===== config.mk =====
export PLATFORM = sky130hd
export DESIGN_NAME = irq_ctrl_flat
export DESIGN_NICKNAME = d
export VERILOG_FILES = /design/src/rtl/irq_ctrl_if.sv /design/src/rtl/irq_ctrl.sv /design/src/flat_wrapper.sv
export SDC_FILE = /design/constraint.sdc
export NUM_CORES = 1
export LEC_CHECK = 0
export CAP_MARGIN = 30
export CORE_UTILIZATION = 56
export CTS_CLUSTER_DIAMETER = 120
export DETAILED_ROUTE_END_ITERATION = 8
export PLACE_DENSITY_LB_ADDON = 0.1
export SLEW_MARGIN = 10
export SYNTH_ARGS = -nofsm -noshare
export SYNTH_HDL_FRONTEND = slang
export SYNTH_SLANG_ARGS = --single-unit

===== constraint.sdc =====
create_clock -name clk_ip -period 6.7 [get_ports clk_ip]
set_clock_uncertainty 0.15 [all_clocks]
set_input_delay 0.67 -clock clk_ip [delete_from_list [all_inputs] [get_ports clk_ip]]
set_output_delay 0.67 -clock clk_ip [all_outputs]
set_load 0.02 [all_outputs]

===== src/rtl/irq_ctrl_if.sv =====
// Peripheral bus bundle for the interrupt controller register block.
//   addr_ip  : register address
//   data_ip  : write data
//   wr_en_ip : write strobe
//   rd_en_ip : read strobe
//   data_op  : read data, combinational from addr_ip
// The master side (bus owner) drives address, data and strobes and
// receives read data. The slave side is the register block.
interface irq_ctrl_if;
  logic [7:0] addr_ip;
  logic [7:0] data_ip;
  logic       wr_en_ip;
  logic       rd_en_ip;
  logic [7:0] data_op;

  modport master (output addr_ip, data_ip, wr_en_ip, rd_en_ip, input data_op);
  modport slave  (input addr_ip, data_ip, wr_en_ip, rd_en_ip, output data_op);
endinterface


===== src/rtl/irq_ctrl.sv =====
// Prioritised interrupt controller with a nesting context stack.
// Ports:
//   clk_ip, reset_ip     : clock and asynchronous active-high reset
//   irq_ip               : asynchronous rising-edge interrupt pins
//   bus                  : peripheral register bus (IE, PEND, CTRL)
//   irq_req_op/vec_op    : registered request and vector to the CPU
//   irq_ack_ip           : CPU takes the request; pc/w/flags are pushed
//   pc_ip, w_ip, flags_ip: context saved on acknowledge
//   ret_ip               : CPU return; pops the top context
//   tos_*_op             : top-of-stack context (zero when empty)
//   depth_op             : stack occupancy
module irq_ctrl #(
  parameter int         N_IRQ       = 4,
  parameter int         PC_W        = 13,
  parameter int         DATA_W      = 8,
  parameter int         STACK_DEPTH = 4,
  parameter int         VEC_BASE    = 4,
  parameter int         VEC_STRIDE  = 2,
  parameter logic [7:0] ADDR_BASE   = 8'h03
) (
  input  logic              clk_ip,
  input  logic              reset_ip,
  input  logic [N_IRQ-1:0]  irq_ip,
  irq_ctrl_if.slave         bus,
  output logic              irq_req_op,
  output logic [PC_W-1:0]   irq_vec_op,
  input  logic              irq_ack_ip,
  input  logic [PC_W-1:0]   pc_ip,
  input  logic [DATA_W-1:0] w_ip,
  input  logic [1:0]        flags_ip,
  input  logic              ret_ip,
  output logic [PC_W-1:0]   tos_pc_op,
  output logic [DATA_W-1:0] tos_w_op,
  output logic [1:0]        tos_flags_op,
  output logic [4:0]        depth_op
);

  localparam int SIDX_W = (STACK_DEPTH > 1) ? $clog2(STACK_DEPTH) : 1;

  // Pin synchroniser (two flops) plus one flop of history for edge detect.
  logic [N_IRQ-1:0] sync1_reg, sync2_reg, sync3_reg;
  logic [N_IRQ-1:0] rise;

  logic [N_IRQ-1:0] ie_reg, pend_reg, pend_next;
  logic             gie_reg, nest_reg, err_reg;
  logic             irq_req_reg;
  logic [PC_W-1:0]  irq_vec_reg;
  logic [2:0]       sel_reg;
  logic [4:0]       depth_reg;

  logic [PC_W-1:0]   stk_pc_reg    [STACK_DEPTH];
  logic [DATA_W-1:0] stk_w_reg     [STACK_DEPTH];
  logic [1:0]        stk_flags_reg [STACK_DEPTH];
  logic [2:0]        stk_src_reg   [STACK_DEPTH];

  logic [N_IRQ-1:0]  cand, ack_mask;
  logic [2:0]        sel_idx, tos_src;
  logic [SIDX_W-1:0] top_idx, wr_idx;
  logic              stack_empty, eligible, ack_fire, ret_fire, ret_bad, push_ok;
  logic              wr_ie, wr_pend, wr_ctrl;
  logic              unused_bits;

  genvar gi;
  generate
    for (gi = 0; gi < N_IRQ; gi++) begin : g_edge
      assign rise[gi] = sync2_reg[gi] & ~sync3_reg[gi];
    end
  endgenerate

  always_ff @(posedge clk_ip or posedge reset_ip) begin
    if (reset_ip) begin
      sync1_reg <= '0;
      sync2_reg <= '0;
      sync3_reg <= '0;
    end else begin
      sync1_reg <= irq_ip;
      sync2_reg <= sync1_reg;
      sync3_reg <= sync2_reg;
    end
  end

  assign wr_ie   = bus.wr_en_ip && (bus.addr_ip == ADDR_BASE);
  assign wr_pend = bus.wr_en_ip && (bus.addr_ip == ADDR_BASE + 8'd1);
  assign wr_ctrl = bus.wr_en_ip && (bus.addr_ip == ADDR_BASE + 8'd2);

  assign stack_empty = (depth_reg == 5'd0);
  assign top_idx     = SIDX_W'(depth_reg - 5'd1);
  assign tos_src     = stack_empty ? 3'd0 : stk_src_reg[top_idx];

  // Lowest set index wins: scan from the top so the last hit is the lowest.
  assign cand = pend_reg & ie_reg;
  always_comb begin
    sel_idx = '0;
    for (int i = N_IRQ - 1; i >= 0; i--) begin
      if (cand[i]) sel_idx = 3'(i);
    end
  end

  assign eligible = gie_reg && (cand != '0) && (depth_reg < 5'(STACK_DEPTH)) &&
                    (stack_empty || (nest_reg && (sel_idx < tos_src)));

  assign ack_fire = irq_ack_ip && irq_req_reg;
  assign ret_fire = ret_ip && !stack_empty;
  assign ret_bad  = ret_ip && stack_empty;
  // Ack together with a return overwrites the top entry instead of pushing.
  assign push_ok  = ack_fire && (ret_fire || (depth_reg < 5'(STACK_DEPTH)));
  assign wr_idx   = ret_fire ? top_idx : SIDX_W'(depth_reg);
  assign ack_mask = N_IRQ'(1) << sel_reg;

  // A new edge is OR-ed in last so it beats both the W1C and the ack clear.
  always_comb begin
    pend_next = pend_reg;
    if (wr_pend)  pend_next = pend_next & ~bus.data_ip[N_IRQ-1:0];
    if (ack_fire) pend_next = pend_next & ~ack_mask;
    pend_next = pend_next | rise;
  end

  always_ff @(posedge clk_ip or posedge reset_ip) begin
    if (reset_ip) begin
      ie_reg      <= '0;
      pend_reg    <= '0;
      gie_reg     <= 1'b0;
      nest_reg    <= 1'b0;
      err_reg     <= 1'b0;
      irq_req_reg <= 1'b0;
      irq_vec_reg <= '0;
      sel_reg     <= '0;
      depth_reg   <= '0;
    end else begin
      pend_reg <= pend_next;
      if (wr_ie) ie_reg <= bus.data_ip[N_IRQ-1:0];
      if (wr_ctrl) begin
        gie_reg  <= bus.data_ip[0];
        nest_reg <= bus.data_ip[1];
      end
      if (ret_bad)                         err_reg <= 1'b1;
      else if (wr_ctrl && bus.data_ip[7])  err_reg <= 1'b0;

      // The acknowledged request is dropped for one cycle so a stale
      // eligibility (PEND not yet cleared) cannot re-raise it.
      irq_req_reg <= eligible && !ack_fire;
      irq_vec_reg <= (eligible && !ack_fire)
                     ? PC_W'(32'(VEC_BASE) + 32'(sel_idx) * 32'(VEC_STRIDE)) : '0;
      sel_reg     <= sel_idx;

      if (push_ok && !ret_fire)      depth_reg <= depth_reg + 5'd1;
      else if (ret_fire && !ack_fire) depth_reg <= depth_reg - 5'd1;
    end
  end

  // Context storage needs no reset: depth_reg gates every read of it.
  always_ff @(posedge clk_ip) begin
    if (push_ok) begin
      stk_pc_reg[wr_idx]    <= pc_ip;
      stk_w_reg[wr_idx]     <= w_ip;
      stk_flags_reg[wr_idx] <= flags_ip;
      stk_src_reg[wr_idx]   <= sel_reg;
    end
  end

  always_comb begin
    bus.data_op = '0;
    if (bus.addr_ip == ADDR_BASE)             bus.data_op = 8'(ie_reg);
    else if (bus.addr_ip == ADDR_BASE + 8'd1) bus.data_op = 8'(pend_reg);
    else if (bus.addr_ip == ADDR_BASE + 8'd2)
      bus.data_op = {err_reg, 1'b0, tos_src, 1'b0, nest_reg, gie_reg};
  end

  assign unused_bits = bus.rd_en_ip ^ (^bus.data_ip);

  assign irq_req_op   = irq_req_reg;
  assign irq_vec_op   = irq_vec_reg;
  assign depth_op     = depth_reg;
  assign tos_pc_op    = stack_empty ? '0 : stk_pc_reg[top_idx];
  assign tos_w_op     = stack_empty ? '0 : stk_w_reg[top_idx];
  assign tos_flags_op = stack_empty ? '0 : stk_flags_reg[top_idx];

endmodule

===== src/flat_wrapper.sv =====
// flat-port wrapper written by rule: the top's interface ports become plain ports
module irq_ctrl_flat 
#(
  parameter int         N_IRQ       = 4,
  parameter int         PC_W        = 13,
  parameter int         DATA_W      = 8,
  parameter int         STACK_DEPTH = 4,
  parameter int         VEC_BASE    = 4,
  parameter int         VEC_STRIDE  = 2,
  parameter logic [7:0] ADDR_BASE   = 8'h03
)
  (clk_ip, reset_ip, irq_ip, irq_req_op, irq_vec_op, irq_ack_ip, pc_ip, w_ip, flags_ip, ret_ip, tos_pc_op, tos_w_op, tos_flags_op, depth_op, bus_addr_ip, bus_data_ip, bus_wr_en_ip, bus_rd_en_ip, bus_data_op);
  irq_ctrl_if bus_i ();
  input  logic clk_ip;
  input  logic reset_ip;
  input  logic [N_IRQ-1:0] irq_ip;
  output logic irq_req_op;
  output logic [PC_W-1:0] irq_vec_op;
  input  logic irq_ack_ip;
  input  logic [PC_W-1:0] pc_ip;
  input  logic [DATA_W-1:0] w_ip;
  input  logic [1:0] flags_ip;
  input  logic ret_ip;
  output logic [PC_W-1:0] tos_pc_op;
  output logic [DATA_W-1:0] tos_w_op;
  output logic [1:0] tos_flags_op;
  output logic [4:0] depth_op;
  input wire logic [$bits(bus_i.addr_ip)-1:0] bus_addr_ip;
  input wire logic [$bits(bus_i.data_ip)-1:0] bus_data_ip;
  input wire logic [$bits(bus_i.wr_en_ip)-1:0] bus_wr_en_ip;
  input wire logic [$bits(bus_i.rd_en_ip)-1:0] bus_rd_en_ip;
  output wire logic [$bits(bus_i.data_op)-1:0] bus_data_op;
  assign bus_i.addr_ip = bus_addr_ip;
  assign bus_i.data_ip = bus_data_ip;
  assign bus_i.wr_en_ip = bus_wr_en_ip;
  assign bus_i.rd_en_ip = bus_rd_en_ip;
  assign bus_data_op = bus_i.data_op;
  irq_ctrl #(.N_IRQ(N_IRQ), .PC_W(PC_W), .DATA_W(DATA_W), .STACK_DEPTH(STACK_DEPTH), .VEC_BASE(VEC_BASE), .VEC_STRIDE(VEC_STRIDE), .ADDR_BASE(ADDR_BASE)) u_core (.clk_ip(clk_ip), .reset_ip(reset_ip), .irq_ip(irq_ip), .bus(bus_i), .irq_req_op(irq_req_op), .irq_vec_op(irq_vec_op), .irq_ack_ip(irq_ack_ip), .pc_ip(pc_ip), .w_ip(w_ip), .flags_ip(flags_ip), .ret_ip(ret_ip), .tos_pc_op(tos_pc_op), .tos_w_op(tos_w_op), .tos_flags_op(tos_flags_op), .depth_op(depth_op));
endmodule

==> reports/results.ini, run 1 <==
[hold_path]
hold_depth = 0
hold_path.class = register to register

[pwr]
pwr_density_cell_mw_per_mm2 = 413
clkPwrFrac_pct = 31.3
seqPwrFrac_pct = 32.5
switchingPower_mw = 0.910
internal-power_mw = 2.03
switching_share_pct = 31.0
ir_worst_vdd_mv = 0.259
p_leak_nw = 2.55
combinationalPowerShare_pct = 36.2

[timing]
hold_viol = 0
worst_slew_pin_slew_ns = 0.954
rsz0062_at_grt = no
slew_headroom_pct = 36.3
fmax_mhz = 235
fin_setup_tns_ns = 0
hold_ws_ns = 0.204
fin_crit_sh_pct = 63.4
setup_violations = 0
finalMaxSlewViolations = 0
fin_crit_ns = 4.25

[routing]
via_count = 3117
drtPass1Iterations = 5
wirelength_um = 10500
ant_nets = 0
routedWlPerCell_um = 18.8
drtIter0Drc = 168
viasPerCell = 5.61
drc = 0

[finish]
largest_reg_flops = 52
drive_above_1_share_pct = 18.5
final_area_mm2 = 0.00712
nNetsFinal = 467
areaGrowthSynthToFinish_pct = 29.0
antenna_cells = 0

[grt]
top_usage_layer = met2
use_met3_pct = 5.87
grt_pass1_vias = 3235
gr-total-overflow = 0
grtUsageMet2_pct = 35.4
met1_usage_pct = 30.9
grt.total_usage_pct = 22.9
antenna_found_initial = 0
grt_max_degree = 35
grt_pass1_wl_um = 16800

[cts]
cts_tree = built
clock-sinks = 134
clk_latency_ns = 0.51
cts_made_buffers = 17
cts.clk_slew.worst_paths_ns = 0.06
ctsHoldBuffers = 0
cts_setup_buffers = 0
cts.path.max_buffers = 2
cts_root_buffer = clkbuf_8
cts_resized = 0
htreeDepth = 4

[critical_path]
reg2reg_depth = 7
cp_max_fo = 17
cp-end-kind = output pin
worst_ep_arrival_time_ns = 3.43
cp.required_ns = 5.88
critPathKind = register to output pin
startpoint_type = register

[synth]
synth_area_leaders = edfxtp_1 (54%), dfrtp_1 (15%), mux4_2 (10%), and2_1 (2.9%), buf_4 (1.6%)
synth_area_per_cell_um2 = 17.3
ys_warn_count = 0
synth_edf_count = 100
ys_types = 46
synth_cells = 319
synth_top_area_share_pct = 54.4
yosysTopAreaCell = edfxtp_1
synth-seq-cells = 134
synth_ff_type = edfxtp_1
async_flop_share_pct = 25.4
seq_area_frac_synth_pct = 69.8
synthesis.area_mm2 = 0.00552

[floorplan]
die_x_um = 101
io-pin-count = 99
dieArea_mm2 = 0.0103
initial_utilization_pct = 58.6
num_rows = 35
die_h_um = 101
core_area_mm2 = 0.00942

[placement]
hpwl_um = 6330
place_congestion = 0.796
port_buffers = 82
place_area_mm2 = 0.00650

[run]
cap_violations = 0

[status]
status = finished clean

==> placed cells by master (no fill, tap or decap), types with 4 or more instances in the layout <==
cell type / n
nand3_1: 9
nor2b_1: 4
a22o_1: 4
and3_1: 4
mux4_2: 25
clkdlybuf4s50_1: 82
inv_1: 10
inv_6: 5
ha_1: 4
dfrtp_1: 33
a21oi_1: 6
buf_4: 4
and2_1: 26
o21ai_0: 7
edfxtp_1: 100
o22ai_1: 4
nand2_1: 7
mux2_4: 4
clkbuf_16: 16
conb_1: 12
==> power by group through the flow <==
stage | clock (mW) | combinational, mW | sequential [mW]
2_1_floorplan | 0 | 0.635 | 0.981
3_3_place_gp | 0 | 1.04 | 0.970
3_5_place_dp | 0 | 1.06 | 0.970
4_1_cts | 0.934 | 1.08 | 0.954
5_1_grt | 0.970 | 1.14 | 0.958
6_report | 0.920 | 1.07 | 0.955
==> worst paths after layout <==
check | from | end | slack [ns]
max in group asynchronous | reset_ip | u_core.depth_op[0]$_DFFE_PP0P_ | 5.66
min in group asynchronous | reset_ip | u_core.sync1_reg[1]$_DFF_PP0_ | 0.41
worst max-delay path | u_core.depth_op[1]$_DFFE_PP0P_ | bus_data_op[3] | 2.45
worst min register to register | u_core.sync1_reg[3]$_DFF_PP0_ | u_core.sync2_reg[3]$_DFF_PP0_ | 0.20
worst max register to register | u_core.depth_op[1]$_DFFE_PP0P_ | u_core.stk_w_reg[1][4]$_DFFE_PP_ | 3.24
worst min-delay path | u_core.sync1_reg[3]$_DFF_PP0_ | u_core.sync2_reg[3]$_DFF_PP0_ | 0.20
==> Yosys cell counts (all sizes together) (2+ instances only) <==
master / instances
nor4: 2
buf: 16
a21oi: 9
nand3: 9
o2111a: 2
nand2b: 2
nand2: 9
a32oi: 2
o22ai: 4
or3: 2
inv: 10
o21ai: 7
and2: 27
nor4b: 4
mux2: 7
clkbuf: 8
nor2: 4
nor2b: 4
a211oi: 3
mux4: 25
nor3: 2
ha: 4
a22o: 4
a32o: 2
edfxtp: 100
xnor2: 3
and3: 4
nand4: 2
dfrtp: 34
==> critical path, cell delays in order (launching register included) <==
cell	delay (ns)
dfrtp_1	0.48
inv_1	0.17
ha_1	0.75
buf_4	0.38
mux4_2	0.26
nand3_1	0.09
a21oi_1	0.16
clkdlybuf4s50_1	0.62
==> kinds of logic (layout without fill, tap and decap cells) <==
| family | Yosys count | count (layout) | share of synthesized area (%) |
|---|---|---|---|
| flip-flops | 134 | 134 | 69.8 |
| other | 1 | 12 | 0.0679 |
| buffers and inverters | 34 | 131 | 3.20 |
| adder cells (fa/ha/maj) | 4 | 4 | 0.906 |
| AND/OR/NAND/NOR | 73 | 73 | 8.91 |
| XOR/XNOR | 4 | 4 | 0.635 |
| multiplexers | 32 | 32 | 11.9 |
| AO/OA/AOI/OAI | 37 | 37 | 4.60 |
==> through the flow <==
| stage | instances | setup WS [ns] | util (%) | power, mW |
|---|---|---|---|---|
| 4_1_cts | 554 | 2.42 | 75.3 | 2.96 |
| 3_5_place_dp | 522 | 2.80 | 69.0 | 2.03 |
| 6_report | 556 | 2.45 | 75.7 | 2.94 |
| 3_3_place_gp | 521 | 2.82 | 68.8 | 2.01 |
| 2_1_floorplan | 330 | 2.90 | - | 1.62 |
| 5_1_grt | 556 | 2.24 | 75.7 | 3.07 |
==> per-layer routing <==
| layer | vias to the layer above | wire (µm) |
|---|---|---|
| li1 | 1415 | - |
| met1 | 1589 | 4480 |
| met2 | 102 | 5340 |
| met3 | 11 | 478 |
| met4 | 0 | 157 |
| met5 | - | 0 |
==> final cells by class <==
class,instances,area [µm²]
clock inverter,14,173
inverter,10,37.5
sequential,134,3850
timing repair buffer,89,911
clock buffer,18,418
fill,552,2290
multi-input combinational,162,1570
tap,129,161
No activity file was read; power rests on OpenSTA's default activity.
==> run 2: changes to the inputs <==
CORE_UTILIZATION = 52   (was 56)
clock period = 4.4 ns   (was 6.7 ns; I/O delays follow)
==> reports/results.ini, run 2 (synthesis gave the netlist of run 1 again) <==
[status]
status = finished clean

[cts]
clk_latency_ns = 0.50  ; about the same
cts.clk_slew.worst_paths_ns = 0.06  ; about the same
cts_resized = 0  ; unchanged
ctsHoldBuffers = 0  ; unchanged
cts_made_buffers = 17  ; unchanged
htreeDepth = 4  ; unchanged
cts_root_buffer = clkbuf_8
clock-sinks = 134  ; unchanged
cts_tree = built
cts.path.max_buffers = 2  ; unchanged
cts_setup_buffers = 0  ; unchanged

[placement]
place_ws_ns = 0.929  ; -1.87 ns
hpwl_um = 6580  ; +4.0%
place_congestion = 0.776  ; -2.5%
port_buffers = 82  ; unchanged

[finish]
nFillCells = 702  ; +27%
drive_above_1_share_pct = 20.0  ; +1.5 points
antenna_cells = 0  ; unchanged
largest_reg_flops = 52  ; unchanged
final_cell_mix = edfxtp_1 (100), clkdlybuf4s50_1 (82), dfrtp_1 (33)
layout_commonest_cell = edfxtp_1
nNetsFinal = 471  ; +0.86%
areaGrowthSynthToFinish_pct = 28.2

[critical_path]
reg2reg_depth = 7  ; unchanged
worst_ep_arrival_time_ns = 3.23  ; -0.20 ns
critPathKind = register to output pin
cp.required_ns = 3.81  ; -2.07 ns
cp-end-kind = output pin
startpoint_type = register
cp_max_fo = 16  ; -1

[grt]
antenna_found_initial = 0  ; unchanged
grt_pass1_wl_um = 16400  ; -2.5%
grt_max_degree = 35  ; unchanged
grt.total_usage_pct = 20.1  ; -2.8 points
grt_pass1_vias = 3215  ; -0.62%
gr-total-overflow = 0  ; unchanged

[timing]
hold_viol = 0  ; unchanged
fin_setup_tns_ns = 0  ; unchanged
slew_headroom_pct = 51.7  ; +15 points
rsz0062_at_grt = no
fin_crit_sh_pct = 86.7
setup_violations = 0  ; unchanged
worst_slew_pin_slew_ns = 0.723  ; -0.230 ns
setup_ws_ns = 0.583  ; -1.87 ns
finalMaxSlewViolations = 0  ; unchanged
fin_crit_ns = 3.82
fmax_mhz = 262

[routing]
ant_nets = 0  ; unchanged
via_count = 3089  ; -0.90%
routedWlPerCell_um = 17.7  ; -5.8%
wirelength_um = 10000  ; -4.0%
drtIter0Drc = 89  ; -47%
drc = 0  ; unchanged
drtPass1Iterations = 7  ; +2
viasPerCell = 5.45  ; -2.8%

[floorplan]
die_x_um = 105  ; +3.7%
die_h_um = 105  ; +3.7%
initial_utilization_pct = 53.5  ; -5.2 points
io-pin-count = 99  ; unchanged
dieArea_mm2 = 0.0110  ; +7.5%
num_rows = 37  ; +5.7%
core_area_mm2 = 0.0103  ; +9.6%

[pwr]
pwr_density_cell_mw_per_mm2 = 611  ; +48%
p_leak_nw = 2.54  ; -0.40%
ir_worst_vdd_mv = 0.583  ; +130%

[hold_path]
hold_path.class = primary input to asynchronous set/reset pin

[run]
cap_violations = 0  ; unchanged

==> run 2: cell types whose count changed in the layout (fill, tap and decap cells not counted), sizes merged <==
| cell | delta |
|---|---|
| inv | +5 |
| bufinv | -3 |
| clkbuf | -1 |
| buf | +5 |
| clkinv | -2 |
==> run 2: cell type report <==
class	instances	area [µm²]	area share, %
clock buffer	18	422	5.96
clock inverter	14	111	1.57
tap	136	170	2.40
timing repair buffer	93	913	12.9
inverter	10	37.5	0.530
sequential	134	3850	54.5
multi-input combinational	162	1570	22.2
==> run 2: per-stage QoR <==
step / cells / hold slack, ns / util, % / area, µm² / total power [mW]
floorplan: 330 / 0.181 / - / 5560 / 2.46
global placement: 534 / 0.184 / 63.3 / 6540 / 3.10
detailed placement: 534 / 0.185 / 63.3 / 6540 / 3.12
CTS: 566 / 0.172 / 68.5 / 7070 / 4.37
global route: 567 / 0.196 / 68.6 / 7080 / 4.53
finish: 567 / 0.175 / 68.6 / 7080 / 4.32
==> run 2: layer usage <==
layer / part of all wire, % / GRT usage, % / wire length [µm]
met5: 0 / 0 / 0
met4: 0.59 / 6.04 / 59
met3: 3.3 / 5.61 / 335
met2: 53 / 33.6 / 5270
met1: 44 / 25.6 / 4370
==> run 2: final timing paths <==
| kind | startpoint | to | slack [ns] |
|---|---|---|---|
| max | u_core.depth_op[1]$_DFFE_PP0P_ | bus_data_op[4] | 0.58 |
| min | reset_ip | u_core.sync2_reg[2]$_DFF_PP0_ | 0.17 |
| max reg2reg | u_core.depth_op[1]$_DFFE_PP0P_ | u_core.stk_pc_reg[1][12]$_DFFE_PP_ | 0.95 |
| min reg2reg | u_core.sync1_reg[0]$_DFF_PP0_ | u_core.sync2_reg[0]$_DFF_PP0_ | 0.20 |
| max in group asynchronous | reset_ip | u_core.depth_op[0]$_DFFE_PP0P_ | 3.59 |
| min in group clk_ip | u_core.sync1_reg[0]$_DFF_PP0_ | u_core.sync2_reg[0]$_DFF_PP0_ | 0.20 |
==> run 2: critical path: stages, from the launching register on <==
cell,delay (ns)
dfrtp_1,0.47
inv_1,0.19
ha_1,0.25
or4b_1,0.75
buf_4,0.33
nand2_1,0.13
nor2b_1,0.06
clkdlybuf4s50_1,0.54
==> run 2: where the power goes <==
part | total (mW) | switching [mW] | internal, mW
sequential | 1.45 | 0.0501 | 1.40
combinational | 1.63 | 0.795 | 0.835
clock | 1.24 | 0.529 | 0.712
